**config.mk**
```make
export PLATFORM = sky130hd
export DESIGN_NAME = uart_tx_fifo
export DESIGN_NICKNAME = d
export VERILOG_FILES = /design/src/rtl/uart_tx_fifo_sync_fifo.sv /design/src/rtl/uart_tx_fifo.sv
export SDC_FILE = /design/constraint.sdc
export NUM_CORES = 1
export LEC_CHECK = 0
export CAP_MARGIN = 20
export CORE_AREA = 2 2 139 141
export DETAILED_ROUTE_END_ITERATION = 8
export DIE_AREA = 0 0 141 143
export PLACE_DENSITY = 0.59
export SYNTH_ARGS = -nofsm -noshare
export SYNTH_HDL_FRONTEND = slang
export SYNTH_HIERARCHICAL = 1
export SYNTH_SLANG_ARGS = --single-unit
```
**constraint.sdc**
```tcl
create_clock -name clk -period 5.3 [get_ports clk]
set_clock_uncertainty 0.2 [all_clocks]
set_input_delay 0.795 -clock clk [delete_from_list [all_inputs] [get_ports clk]]
set_output_delay 0.795 -clock clk [all_outputs]
set_load 0.01 [all_outputs]
```
**src/rtl/uart_tx_fifo_sync_fifo.sv**
```systemverilog
// Parameterised synchronous FIFO: registered pointers, exact occupancy count,
// and a sticky overflow flag. Read data is the entry at the read pointer.
module sync_fifo #(
  parameter int DATA_BITS = 8,
  parameter int DEPTH     = 16,
  localparam int ADDR_WIDTH = $clog2(DEPTH)
) (
  input  logic                  clk,
  input  logic                  reset,
  input  logic                  wr_en,
  input  logic [DATA_BITS-1:0]  wr_data,
  input  logic                  rd_en,
  output logic [DATA_BITS-1:0]  rd_data,
  output logic                  full,
  output logic                  empty,
  output logic [ADDR_WIDTH:0]   count,
  output logic                  overflow
);

  localparam logic [ADDR_WIDTH:0] FULL_CNT = (ADDR_WIDTH+1)'(DEPTH);

  logic [DATA_BITS-1:0]  mem [DEPTH];
  logic [ADDR_WIDTH-1:0] wr_ptr;
  logic [ADDR_WIDTH-1:0] rd_ptr;
  logic                  wr_ok;
  logic                  rd_ok;

  // Acceptance uses the registered full flag, so a pop in the same cycle
  // never frees room for a write that arrives while full.
  assign wr_ok   = wr_en && !full;
  assign rd_ok   = rd_en && !empty;
  assign full    = (count == FULL_CNT);
  assign empty   = (count == '0);
  assign rd_data = mem[rd_ptr];

  always_ff @(posedge clk) begin
    if (reset) begin
      wr_ptr   <= '0;
      rd_ptr   <= '0;
      count    <= '0;
      overflow <= 1'b0;
    end else begin
      if (wr_ok) wr_ptr <= wr_ptr + 1'b1;
      if (rd_ok) rd_ptr <= rd_ptr + 1'b1;
      case ({wr_ok, rd_ok})
        2'b10:   count <= count + 1'b1;
        2'b01:   count <= count - 1'b1;
        default: count <= count;
      endcase
      if (wr_en && full) overflow <= 1'b1;
    end
  end

  always_ff @(posedge clk) begin
    if (wr_ok) mem[wr_ptr] <= wr_data;
  end

endmodule

```
**src/rtl/uart_tx_fifo.sv**
```systemverilog
// Byte buffer ahead of uart_tx: stores producer bursts and drains them one
// byte per transmission through the uart_tx start/ready handshake.
module uart_tx_fifo #(
  parameter int DATA_BITS = 8,
  parameter int DEPTH     = 16,
  localparam int ADDR_WIDTH = $clog2(DEPTH)
) (
  input  logic                  clk,
  input  logic                  reset,
  input  logic                  wr_en,
  input  logic [DATA_BITS-1:0]  wr_data,
  output logic                  full,
  output logic                  empty,
  output logic [ADDR_WIDTH:0]   count,
  output logic                  overflow,
  input  logic                  tx_ready,
  output logic                  tx_start,
  output logic [DATA_BITS-1:0]  tx_data
);

  typedef enum logic [1:0] {
    IDLE      = 2'd0,
    START     = 2'd1,
    WAIT_BUSY = 2'd2
  } state_t;

  state_t               state;
  state_t               state_nxt;
  logic                 start_nxt;
  logic [DATA_BITS-1:0] data_nxt;
  logic                 pop;
  logic [DATA_BITS-1:0] rd_data;

  sync_fifo #(
    .DATA_BITS (DATA_BITS),
    .DEPTH     (DEPTH)
  ) u_fifo (
    .clk      (clk),
    .reset    (reset),
    .wr_en    (wr_en),
    .wr_data  (wr_data),
    .rd_en    (pop),
    .rd_data  (rd_data),
    .full     (full),
    .empty    (empty),
    .count    (count),
    .overflow (overflow)
  );

  // WAIT_BUSY holds off the next pop until uart_tx has dropped ready,
  // so each start pulse maps to exactly one transmitted byte.
  always_comb begin
    state_nxt = state;
    start_nxt = 1'b0;
    data_nxt  = tx_data;
    pop       = 1'b0;
    case (state)
      IDLE: begin
        if (!empty && tx_ready) begin
          pop       = 1'b1;
          start_nxt = 1'b1;
          data_nxt  = rd_data;
          state_nxt = START;
        end
      end
      START: begin
        state_nxt = tx_ready ? WAIT_BUSY : IDLE;
      end
      WAIT_BUSY: begin
        if (!tx_ready) state_nxt = IDLE;
      end
      default: state_nxt = IDLE;
    endcase
  end

  always_ff @(posedge clk) begin
    if (reset) begin
      state    <= IDLE;
      tx_start <= 1'b0;
      tx_data  <= '0;
    end else begin
      state    <= state_nxt;
      tx_start <= start_nxt;
      tx_data  <= data_nxt;
    end
  end

endmodule

```
* After elaboration in Yosys (flattened, before gate mapping)
Memories as Yosys holds them, arrays and structs flattened. A register that Yosys moved wholly into a read port is not among the register bits.
Index checks and enable logic that the tools add are counted.
** Storage, ports and cells
- Bits in latches :: 0
- Logic and storage cells :: 38
- Memory bits (writable) :: 128
- Bits in read-only memories :: 0
- Input bits :: 12
- Memories :: 1
- Flip-flop bits (word level) :: 17
** Operators by class
- Order comparisons :: 0
- Div/mod/pow operators :: 0
- Reduce and logical (&&, ||, !) cells :: 11
- Multipliers :: 0
- Bitwise gates (word level) :: 0
- Eq/ne operators :: 7
- Shift-type cells :: 0
- Add/sub/neg operators :: 4
- Muxes and demuxes :: 9
** Memory list
- u_fifo.mem :: depth 16, width 8, rd ports 1, clocked after Yosys merged registers in 1, write ports 1, line uart_tx_fifo_sync_fifo.sv:22 : logic [DATA_BITS-1:0] mem [DEPTH];
** Operator list (number)
- 5-bit case mux with 2 select lines :: 1
- 4-bit by 1-bit adder with 4-bit output, second input constant :: 2
- 2-bit 2-to-1 mux :: 3
- 2-bit case mux with 3 select lines :: 1
- 5-bit by 1-bit adder with 5-bit output, second input constant :: 1
- 5-bit == test, second input constant :: 1
- 5-bit logical NOT :: 1
- 5-bit by 1-bit subtractor with 5-bit output, second input constant :: 1
- 2-bit by 1-bit == test with 1-bit output, second input constant :: 2
- 2-bit == test, second input constant :: 2
- 1-bit logical AND :: 4
- 1-bit 2-to-1 mux :: 4
- 2-bit != test, second input constant :: 2
- 2-bit AND reduction :: 2
- 1-bit logical NOT :: 2
- 2-bit logical NOT :: 1
- 2-bit nonzero test :: 1

* Depth between registers and ports, before layout
Gate-level depths: netlist of the first run.
- Word-level depth :: 8
- Depth in mapped cells :: 15
- Gate-level depth less buffers :: 11

* Modules after synthesis
The synthesis of the first run kept the hierarchy.
** Modules (own cells, without submodules)
- sync_fifo :: times used 1, sequential area each 4204.0 µm², cells an instance 308, area an instance 5970.7 µm²
- uart_tx_fifo :: times used 1, sequential area each 220.2 µm², cells an instance 43, area an instance 474.2 µm²

* Least setup slack after synthesis of the first run
Ideal clock, no wire load.
- Kind :: register to register
- From :: register u_fifo.count[0]
- To :: register u_fifo.count[2]
- Required time :: 5029 ps
- Slack :: 1845 ps
- Buffers on the path :: 3
- Cell stages (with the launch flop) :: 15
- Setup time :: 71 ps
- Period minus slack after synthesis :: 3455 ps
- Arrival :: 3184 ps
- Cells stage by stage :: dfxtp_1 > or4_1 > buf_2 > nor2_1 > nor4b_4 > buf_6 > o21ai_4 > inv_1 > ha_1 > clkbuf_1 > xor2_1 > ha_1 > o21a_1 > or4_1 > a21oi_1
** Between the ends
- Longest elaborated chain between the ends :: 8
** Ends and longest elaborated chain
- from (decl) :: line uart_tx_fifo_sync_fifo.sv:16 : output logic [ADDR_WIDTH:0] count,
- from (signal assigned) :: line uart_tx_fifo_sync_fifo.sv:46 : 2'b10: count <= count + 1'b1;
- from (signal assigned) :: line uart_tx_fifo_sync_fifo.sv:47 : 2'b01: count <= count - 1'b1;
- from (signal assigned) :: line uart_tx_fifo_sync_fifo.sv:48 : default: count <= count;
- 5-bit logical NOT * :: line uart_tx_fifo_sync_fifo.sv:33 : assign empty = (count == '0);
- named net empty :: line uart_tx_fifo.sv:13 : output logic empty,
- 1-bit logical NOT * :: line uart_tx_fifo.sv:59 : if (!empty && tx_ready) begin
- 1-bit logical AND * :: line uart_tx_fifo.sv:59
- 1-bit 2-to-1 mux * :: line uart_tx_fifo.sv:59
- 1-bit 2-to-1 mux *
- named net pop :: line uart_tx_fifo.sv:31 : logic pop;
- 1-bit logical AND * :: line uart_tx_fifo_sync_fifo.sv:31 : assign rd_ok = rd_en && !empty;
- named net u_fifo.rd_ok :: line uart_tx_fifo_sync_fifo.sv:26 : logic rd_ok;
- 2-bit by 1-bit == test with 1-bit output or 2-bit == test (tied branches) :: line uart_tx_fifo_sync_fifo.sv:45 : case ({wr_ok, rd_ok})
- 5-bit case mux with 2 select lines or 2-bit nonzero test (tied branches)
The timed path passes the listed nets; every way through them passes the cells marked *.
A chain may end at the register's enable or synchronous reset.

* Worst setup path after layout of the first run
- From :: register u_fifo.count[0]
- To :: register u_fifo.count[2]
** Between the ends
- Longest elaborated chain between the ends :: 8
** Ends and longest elaborated chain (line)
- 5-bit logical NOT * :: uart_tx_fifo_sync_fifo.sv:33
- 1-bit logical NOT * :: uart_tx_fifo_sync_fifo.sv:31, uart_tx_fifo.sv:59
- 1-bit logical AND :: uart_tx_fifo.sv:59
- 1-bit 2-to-1 mux :: uart_tx_fifo.sv:59
- 1-bit 2-to-1 mux
- 1-bit logical AND * :: uart_tx_fifo_sync_fifo.sv:31
- named net u_fifo.rd_ok :: uart_tx_fifo_sync_fifo.sv:26
- 2-bit by 1-bit == test with 1-bit output or 2-bit == test (tied branches) :: uart_tx_fifo_sync_fifo.sv:45
- 5-bit case mux with 2 select lines or 2-bit nonzero test (tied branches)
Marks and branches as above.

==> results.cfg, run 1 <==
[logic_synthesis]
syn-num-nets = 371
netlist_area_mm2 = 0.00644
synth-seq-cells = 157
yosysTopAreaCell = edfxtp_1
ys_async_sr_fraction = 0
yosysUniqueCellTypes = 45
synthTopCellsByArea = edfxtp_1 60%, mux4_2 9.1%, dfxtp_1 9.0%
synth_edf_count = 128
avgSynthCellArea_um2 = 18.4
synth_top_area_share = 0.596
synth-seq-area-share = 0.686
yosysWarningCount = 6
syn_inst = 351
synthFlopType = edfxtp_1

[global_routing]
grt_overflow_total = 0
grt_busiest_layer = met2
grt_use_met1 = 0.161
grt_pass1_vias = 3198
grtUsageMet2 = 0.206
antenna_found_initial = 0
grt_use_met3 = 0.0302
grt_use_total = 0.125
grt_max_degree = 41
grt_pass1_wl_um = 18500

[drt]
first_iter_violations = 280
drc = 0
routed_wl_um = 11700
drtAntennaViolNets = 0
detail_route.wl_per_cell_um = 18.7
via_count = 3150
firstDrtPassIters = 4
vias_per_cell = 5.02

[setup_path]
r2r_setup_slack_ns = 1.67
critPathMaxStageDelay_ns = 0.71
worst-endpoint-required_ns = 5.45
crit_slowest_cell = or4_1
cp_cell_sequence = or4_1 > nor2_1 > nor4b_4 > buf_4 > o21ai_4 > inv_1 > ha_1 > xor2_1 > ha_1 > o21a_1 > or4_1 > a21oi_1
end_kind = flip-flop
cp.arrival_ns = 3.78
cp_top_family = simple AND/OR/NAND/NOR gates
crit_fanout = 15
path_buf_inv = 2
criticalPathCategory = reg -> reg
crit_path_start_kind = flip-flop

[final_layout]
num_antenna_cells = 0
layout_common_cells = 128 x edfxtp_1, 28 x clkdlybuf4s50_1, 27 x dfxtp_1, 27 x nor2_1, 26 x mux4_2
drive_gt1_frac = 0.173
final_common_cell = edfxtp_1
area_delta_synth_final_pct = 16.5
nNetsFinal = 400
fillCellCount = 1627

[power_and_ir_drop]
p_comb_frac = 0.204
p_leak_nw = 2.41
seqPwrFrac = 0.437
swShare = 0.258
internal-power_mw = 2.50
max-vdd-ir-drop_uv = 234
power.switching_mw = 0.870
clkPwrFrac = 0.359
powerDensity_mw_per_mm2 = 449

[clocking]
cts_buffer_depth = 2
cts_setup_buffers = 0
clk_root_buffer_cell = clkbuf_16
tritoncts = built
clk_latency_ns = 0.42
cts-htree-levels = 4
ctsHoldBuffers = 0
numCtsBuffers = 17
cts.sinks = 157
clk_pin_slew_ns = 0.06
post_cts_resized = 0

[timing]
tns_ns = 0
fin_crit_sh = 0.686
finalHoldViolCount = 0
post-route-min-period_ns = 3.63
drv_slew = 0
setup_viol = 0
whs_ns = 0.278
worstMarginPinSlew_ns = 0.954
rsz0062_at_grt = false
max_slew_margin = 0.361
timing.fmax_ghz = 0.275

[job]
cap_violations = 0

[status]
status = completed

[floorplan]
core-area_mm2 = 0.0186
die_w_um = 141
start_util = 0.347
die-area_mm2 = 0.0202
die_h_um = 143
io_pins = 29
fp-row-count = 50

[placement]
dp_hpwl_um = 7450
routabilityCongestion = 0.766
numPortBuffers = 28

[worst_hold_path]
hold_path.class = reg -> reg
==> worst min-delay path, cell delays in order (launching register included) <==
cell and delay [ns]:
dfxtp_1 0.31, nand2b_1 0.06, mux2i_1 0.06
==> final cells by class <==
type,instances,area [um^2],share of cell area
multi-input cells,166,1870,0.248
repair buffers,31,303,0.0403
flip-flops and latches,157,4430,0.589
well taps,234,293,0.0390
clock buffers,18,429,0.0571
clock inverters,14,166,0.0222
inverters,7,27.5,0.00366
==> kinds of logic after synthesis <==
group / after synthesis / synth area share
AO/OA/AOI/OAI: 22 / 0.0287
XOR/XNOR: 9 / 0.0122
adder cells (fa/ha/maj): 8 / 0.0155
buffers and inverters: 28 / 0.0272
flip-flops: 157 / 0.686
multiplexers: 51 / 0.165
AND/OR/NAND/NOR: 76 / 0.0648
==> sequential cells by signal (all words and copies together) (netlist names), named ones only <==
name             count
u_fifo/count         5
u_fifo/rd_ptr        4
state                2
u_fifo/overflow      1
u_fifo/wr_ptr        4
tx_start             1
tx_data              8
u_fifo/mem         128
==> routing by layer <==
metal,vias to the layer above,wire length [um]
li1,1448,-
met1,1621,5120
met2,66,5870
met3,15,546
met4,0,184
met5,-,0
==> synthesized netlist by cell type (2+ instances only) <==
| cell type | n |
|---|---|
| mux2i_1 | 11 |
| edfxtp_1 | 128 |
| o21a_1 | 4 |
| nand3b_1 | 3 |
| o211ai_1 | 3 |
| xor2_1 | 7 |
| nor2_1 | 27 |
| nand2_1 | 6 |
| xnor2_1 | 2 |
| nand2b_1 | 19 |
| mux4_1 | 14 |
| a21oi_1 | 4 |
| buf_6 | 3 |
| nor3_1 | 7 |
| or4_1 | 3 |
| ha_1 | 8 |
| dfxtp_1 | 29 |
| a22oi_1 | 2 |
| mux4_2 | 26 |
| nor2b_1 | 2 |
| buf_4 | 3 |
| inv_1 | 6 |
| buf_2 | 6 |
| clkbuf_1 | 7 |
==> final timing paths <==
path,cells past startpoint,end,start
setup / recovery,12,u_fifo/count[2],u_fifo/count[0]
hold / removal,2,tx_data[0],tx_data[0]
setup reg to reg,12,u_fifo/count[2],u_fifo/count[0]
hold reg to reg,2,tx_data[0],tx_data[0]
==> power groups by stage <==
stage | Clock, mW | Sequential, mW | Combinational [mW]
detailed placement | 0 | 1.50 | 0.693
global route | 1.29 | 1.49 | 0.744
finish | 1.21 | 1.47 | 0.688
CTS | 1.24 | 1.48 | 0.695
global placement | 0 | 1.50 | 0.680
floorplan | 0 | 1.50 | 0.506
==> per-stage QoR <==
step	instance area (um^2)	utilization	setup WS, ns	instances	power [mW]
2_1_floorplan	6440	-	1.85	351	2.00
3_3_place_gp	6920	0.372	1.67	595	2.18
3_5_place_dp	6920	0.372	1.57	595	2.19
4_1_cts	7510	0.404	1.67	627	3.41
5_1_grt	7510	0.404	1.45	627	3.52
6_report	7510	0.404	1.67	627	3.37
Power figures use the tool's default switching activity.
==> run 2: changes to the inputs <==
==> constraint.sdc (replaced) <==
create_clock -name clk -period 3.4 [get_ports clk]
set_clock_uncertainty 0.2 [all_clocks]
set_input_delay 0.51 -clock clk [delete_from_list [all_inputs] [get_ports clk]]
set_output_delay 0.51 -clock clk [all_outputs]
set_load 0.01 [all_outputs]
==> run 2 against run 1 <==
Compared with the run above:
- flip-flop and latch count unchanged
- largest cell class unchanged
- non-clock buffer count up 15
- global-route usage down 0.36 points
- utilization up 0.38 points
- via count up 1.7%
- critical path type unchanged
==> results.cfg, run 2 (same netlist as run 1, synthesis figures left out) <==
[drt]
wl_met2_um = 5490
drtAntennaViolNets = 0
detail_route.wl_per_cell_um = 18.0
maxUsedRoutingLayer = met4
drc = 0
met3_length_um = 641
first_iter_violations = 210
via_count = 3204
firstDrtPassIters = 5
wl_met1_um = 5330
vias_per_cell = 4.99
routed_wl_um = 11500

[power_and_ir_drop]
swShare = 0.264
max-vdd-ir-drop_uv = 350
clkPwrFrac = 0.345
p_comb_frac = 0.212
seqPwrFrac = 0.443
internal-power_mw = 3.88
finalPower_mw = 5.27
power.switching_mw = 1.39
p_leak_nw = 2.46
powerDensity_mw_per_mm2 = 695

[clocking]
cts.sinks = 157
clk_latency_ns = 0.42
clk_pin_slew_ns = 0.06
numCtsBuffers = 17
cts_setup_buffers = 0
ctsHoldBuffers = 0
cts-htree-levels = 4
post_cts_resized = 0
cts_buffer_depth = 2
tritoncts = built
clk_root_buffer_cell = clkbuf_16

[status]
status = completed

[final_layout]
nNetsFinal = 415
fillCellCount = 1619
multi_input_area_mm2 = 0.00185
largest-register = u_fifo/mem
layout_common_cells = 128 x edfxtp_1, 28 x clkdlybuf4s50_1, 28 x dfxtp_1
seq_area_mm2 = 0.00443
area_delta_synth_final_pct = 17.6
drive_gt1_frac = 0.196
largest_reg_flops = 128
num_antenna_cells = 0
top_regs = u_fifo/mem (128), tx_data (8), u_fifo/count (5)
final_common_cell = edfxtp_1

[global_routing]
grt_pass1_vias = 3353
grt_overflow_total = 0
grt_use_total = 0.122
antenna_found_initial = 0
grt_max_degree = 33
grt_pass1_wl_um = 18300

[placement]
dp_hpwl_um = 7970
routabilityCongestion = 0.795
numPortBuffers = 28

[floorplan]
die_w_um = 141
fp-row-count = 50
die-area_mm2 = 0.0202
die_h_um = 143
io_pins = 29
core-area_mm2 = 0.0186
start_util = 0.347

[timing]
timing.fmax_ghz = 0.324
finalHoldViolCount = 0
worstMarginPinSlew_ns = 0.770
post-route-min-period_ns = 3.09
max_slew_margin = 0.485
setup_viol = 0
fin_crit_sh = 0.909
tns_ns = 0
drv_slew = 0
rsz0062_at_grt = false

[setup_path]
criticalPathCategory = reg -> reg
cp.arrival_ns = 3.22
crit_path_start_kind = flip-flop
end_kind = flip-flop
worst-endpoint-required_ns = 3.53
crit_fanout = 6

[job]
cap_violations = 0

[worst_hold_path]
hold_path.class = reg -> reg
-- run 2: changes by cell type in the layout (fill, tap and decap cells not counted), sizes merged --
cell and delta:
bufinv -1, inv +1, clkinvlp +1, clkinv -2
clkbuf +1, buf +15
-- run 2: worst max-delay path: stages (launching register included) --
cell	delay, ns
dfxtp_1	0.36
or4_1	0.66
nor2_2	0.20
nor4b_4	0.08
o21ai_4	0.09
inv_1	0.08
ha_1	0.21
xor2_1	0.15
ha_1	0.23
o21a_1	0.20
or4_1	0.40
a21oi_1	0.15
-- run 2: path summary, 6_finish.rpt --
check	startpoint	end	slack, ns	depth (start not counted)
worst max-delay path	u_fifo/count[0]	u_fifo/count[2]	0.31	11
worst max register to register	u_fifo/count[0]	u_fifo/count[2]	0.31	11
worst min-delay path	tx_data[1]	tx_data[1]	0.27	2
worst min register to register	tx_data[1]	tx_data[1]	0.27	2
-- run 2: final cells by class --
class                   count  area share
well taps                 234      0.0386
repair buffers             46      0.0548
clock buffers              19      0.0571
multi-input cells         166       0.244
clock inverters            13      0.0183
flip-flops and latches    157       0.584
inverters                   7     0.00363
-- run 2: routing by layer --
layer | track usage | vias to the layer above
met3 | 0.0409 | 7
li1 | - | 1478
met5 | 0 | -
met2 | 0.192 | 82
met1 | 0.162 | 1637
met4 | 0.0347 | 0
-- run 2: power by group through the flow --
stage / clock network (mW) / logic, mW / registers [mW]
3_3_place_gp: 0 / 1.10 / 2.37
3_5_place_dp: 0 / 1.13 / 2.38
2_1_floorplan: 0 / 0.793 / 2.33
4_1_cts: 1.86 / 1.13 / 2.34
5_1_grt: 1.94 / 1.20 / 2.35
6_report: 1.82 / 1.12 / 2.33
-- run 2: stage by stage --
stage | setup WS, ns | utilization | hold WS (ns) | instances | area [um^2]
2_1_floorplan | 0.0445 | - | 0.292 | 351 | 6450
3_3_place_gp | 0.376 | 0.377 | 0.249 | 610 | 7010
3_5_place_dp | 0.322 | 0.377 | 0.263 | 610 | 7010
4_1_cts | 0.302 | 0.408 | 0.280 | 642 | 7580
5_1_grt | 0.128 | 0.408 | 0.290 | 642 | 7580
6_report | 0.310 | 0.408 | 0.274 | 642 | 7580
==> run 3: changes to the inputs <==
==> constraint.sdc (replaced) <==
create_clock -name clk -period 3.1 [get_ports clk]
set_clock_uncertainty 0.2 [all_clocks]
set_input_delay 0.465 -clock clk [delete_from_list [all_inputs] [get_ports clk]]
set_output_delay 0.465 -clock clk [all_outputs]
set_load 0.01 [all_outputs]
==> run 3 against run 2 <==
Compared with the run above:
- count of clock-buffer cells in the layout shrank 1
- utilization rose by 0.29 points
- hold slack got worse by 0.0021 ns
- critical endpoint is now u_fifo/count[4]
- critical path type unchanged
- combinational power grew 13%
- final area rose by 0.71%
- global-route usage is 0.71 points higher
- largest cell class unchanged
- final cell count grew 0.62%
==> results.cfg, run 3 (same netlist as run 1, synthesis figures left out) <==
[status]
status = completed

[timing]
tns_ns = 0
rsz0062_at_grt = false
timing.fmax_ghz = 0.344
post-route-min-period_ns = 2.91
worstMarginPinSlew_ns = 0.572
setup_viol = 0
max_slew_margin = 0.618
drv_slew = 0
fin_crit_sh = 0.939
finalHoldViolCount = 0

[clocking]
ctsHoldBuffers = 0
clk_latency_ns = 0.43
post_cts_resized = 0
cts_buffer_depth = 2
cts-htree-levels = 4
cts_setup_buffers = 0
numCtsBuffers = 17
tritoncts = built
clk_root_buffer_cell = clkbuf_16
cts.sinks = 157
clk_pin_slew_ns = 0.06

[final_layout]
top_regs = u_fifo/mem (128), tx_data (8), u_fifo/count (5)
drive_gt1_frac = 0.226
fin_area_mm2 = 0.00763
layout_common_cells = 128 x edfxtp_1, 28 x clkdlybuf4s50_1, 26 x nor2_1, 26 x mux4_2, 24 x dfxtp_1
largest_reg_flops = 128
num_antenna_cells = 0
nNetsFinal = 419
area_delta_synth_final_pct = 18.5
final_common_cell = edfxtp_1
largest-register = u_fifo/mem

[setup_path]
worst-endpoint-required_ns = 3.26
critPathMaxStageDelay_ns = 0.62
path_buf_inv = 1
criticalPathCategory = reg -> reg
cp.arrival_ns = 3.08
crit_path_start_kind = flip-flop
cp_top_family = simple AND/OR/NAND/NOR gates
crit_fanout = 10
cp_cell_sequence = or4_4 > nor2_4 > nor4b_4 > o21ai_4 > inv_1 > ha_2 > or4_1 > a22oi_1 > nand3b_1
crit_slowest_cell = or4_4
end_kind = flip-flop

[job]
cap_violations = 0

[power_and_ir_drop]
internal-power_mw = 4.20
p_comb_frac = 0.219
p_leak_nw = 2.48
clkPwrFrac = 0.343
max-vdd-ir-drop_uv = 324
power.switching_mw = 1.57
swShare = 0.272
powerDensity_mw_per_mm2 = 755
seqPwrFrac = 0.438

[drt]
drtAntennaViolNets = 0
via_count = 3222
routed_wl_um = 12000
detail_route.wl_per_cell_um = 18.5
drc = 0
firstDrtPassIters = 4
first_iter_violations = 230
vias_per_cell = 4.99

[placement]
numPortBuffers = 28
routabilityCongestion = 0.780
dp_hpwl_um = 7740
dpl_cell_area_mm2 = 0.00707

[global_routing]
grt_overflow_total = 0
grt_max_degree = 36
grt_use_total = 0.129
grtUsageMet2 = 0.202
antenna_found_initial = 0
grt_busiest_layer = met2
grt_use_met1 = 0.168
grt_pass1_wl_um = 19000
grt_pass1_vias = 3297
grt_use_met3 = 0.0362

[floorplan]
core-area_mm2 = 0.0186
die_w_um = 141
die-area_mm2 = 0.0202
io_pins = 29
fp-row-count = 50
die_h_um = 143
start_util = 0.347

[worst_hold_path]
hold_path.class = reg -> reg
[run 3: cell types whose count changed in the layout (fill, tap and decap cells not counted), sizes merged]
| cell | change |
|---|---|
| clkinvlp | +1 |
| bufinv | -1 |
| inv | +2 |
| clkbuf | -1 |
| buf | +4 |
| clkinv | -1 |
[run 3: per-layer routing]
| layer | part of all wire | vias up |
|---|---|---|
| met5 | 0 | - |
| met4 | 0.016 | 0 |
| met2 | 0.48 | 54 |
| li1 | - | 1494 |
| met3 | 0.033 | 14 |
| met1 | 0.47 | 1660 |
[run 3: worst paths after layout]
path,start,to,slack [ns],cells after the start
setup / recovery,u_fifo/count[0],u_fifo/count[4],0.19,9
hold reg to reg,tx_data[4],tx_data[4],0.27,2
hold / removal,tx_data[4],tx_data[4],0.27,2
setup reg to reg,u_fifo/count[0],u_fifo/count[4],0.19,9
[run 3: power groups by stage]
stage / Sequential (mW) / Clock (mW) / Combinational [mW]
6_report: 2.52 / 1.98 / 1.26
5_1_grt: 2.54 / 2.12 / 1.36
3_5_place_dp: 2.57 / 0 / 1.28
2_1_floorplan: 2.56 / 0 / 0.934
4_1_cts: 2.52 / 2.03 / 1.28
3_3_place_gp: 2.56 / 0 / 1.26
[run 3: area by class of cell]
type,count,area (um^2)
fillers,1652,10900
flip-flops and latches,157,4430
multi-input cells,166,1860
repair buffers,50,458
clock buffers,18,429
well taps,234,293
clock inverters,14,135
inverters,7,27.5
[run 3: worst reg2reg max path, stage by stage, from the launching register on]
cell and delay [ns]:
dfxtp_2 0.36, or4_4 0.62, nor2_4 0.18, nor4b_4 0.07, o21ai_4 0.10, inv_1 0.08
ha_2 0.36, or4_1 0.58, a22oi_1 0.18, nand3b_1 0.13
[run 3: through the flow]
| step | hold WS, ns | power (mW) | setup slack, ns | utilization | instances |
|---|---|---|---|---|---|
| 2_1_floorplan | 0.292 | 3.50 | -0.0303 | - | 351 |
| 3_3_place_gp | 0.255 | 3.82 | 0.211 | 0.381 | 614 |
| 3_5_place_dp | 0.263 | 3.84 | 0.194 | 0.381 | 614 |
| 4_1_cts | 0.276 | 5.83 | 0.215 | 0.411 | 646 |
| 5_1_grt | 0.294 | 6.02 | 0.0646 | 0.411 | 646 |
| 6_report | 0.272 | 5.76 | 0.189 | 0.411 | 646 |
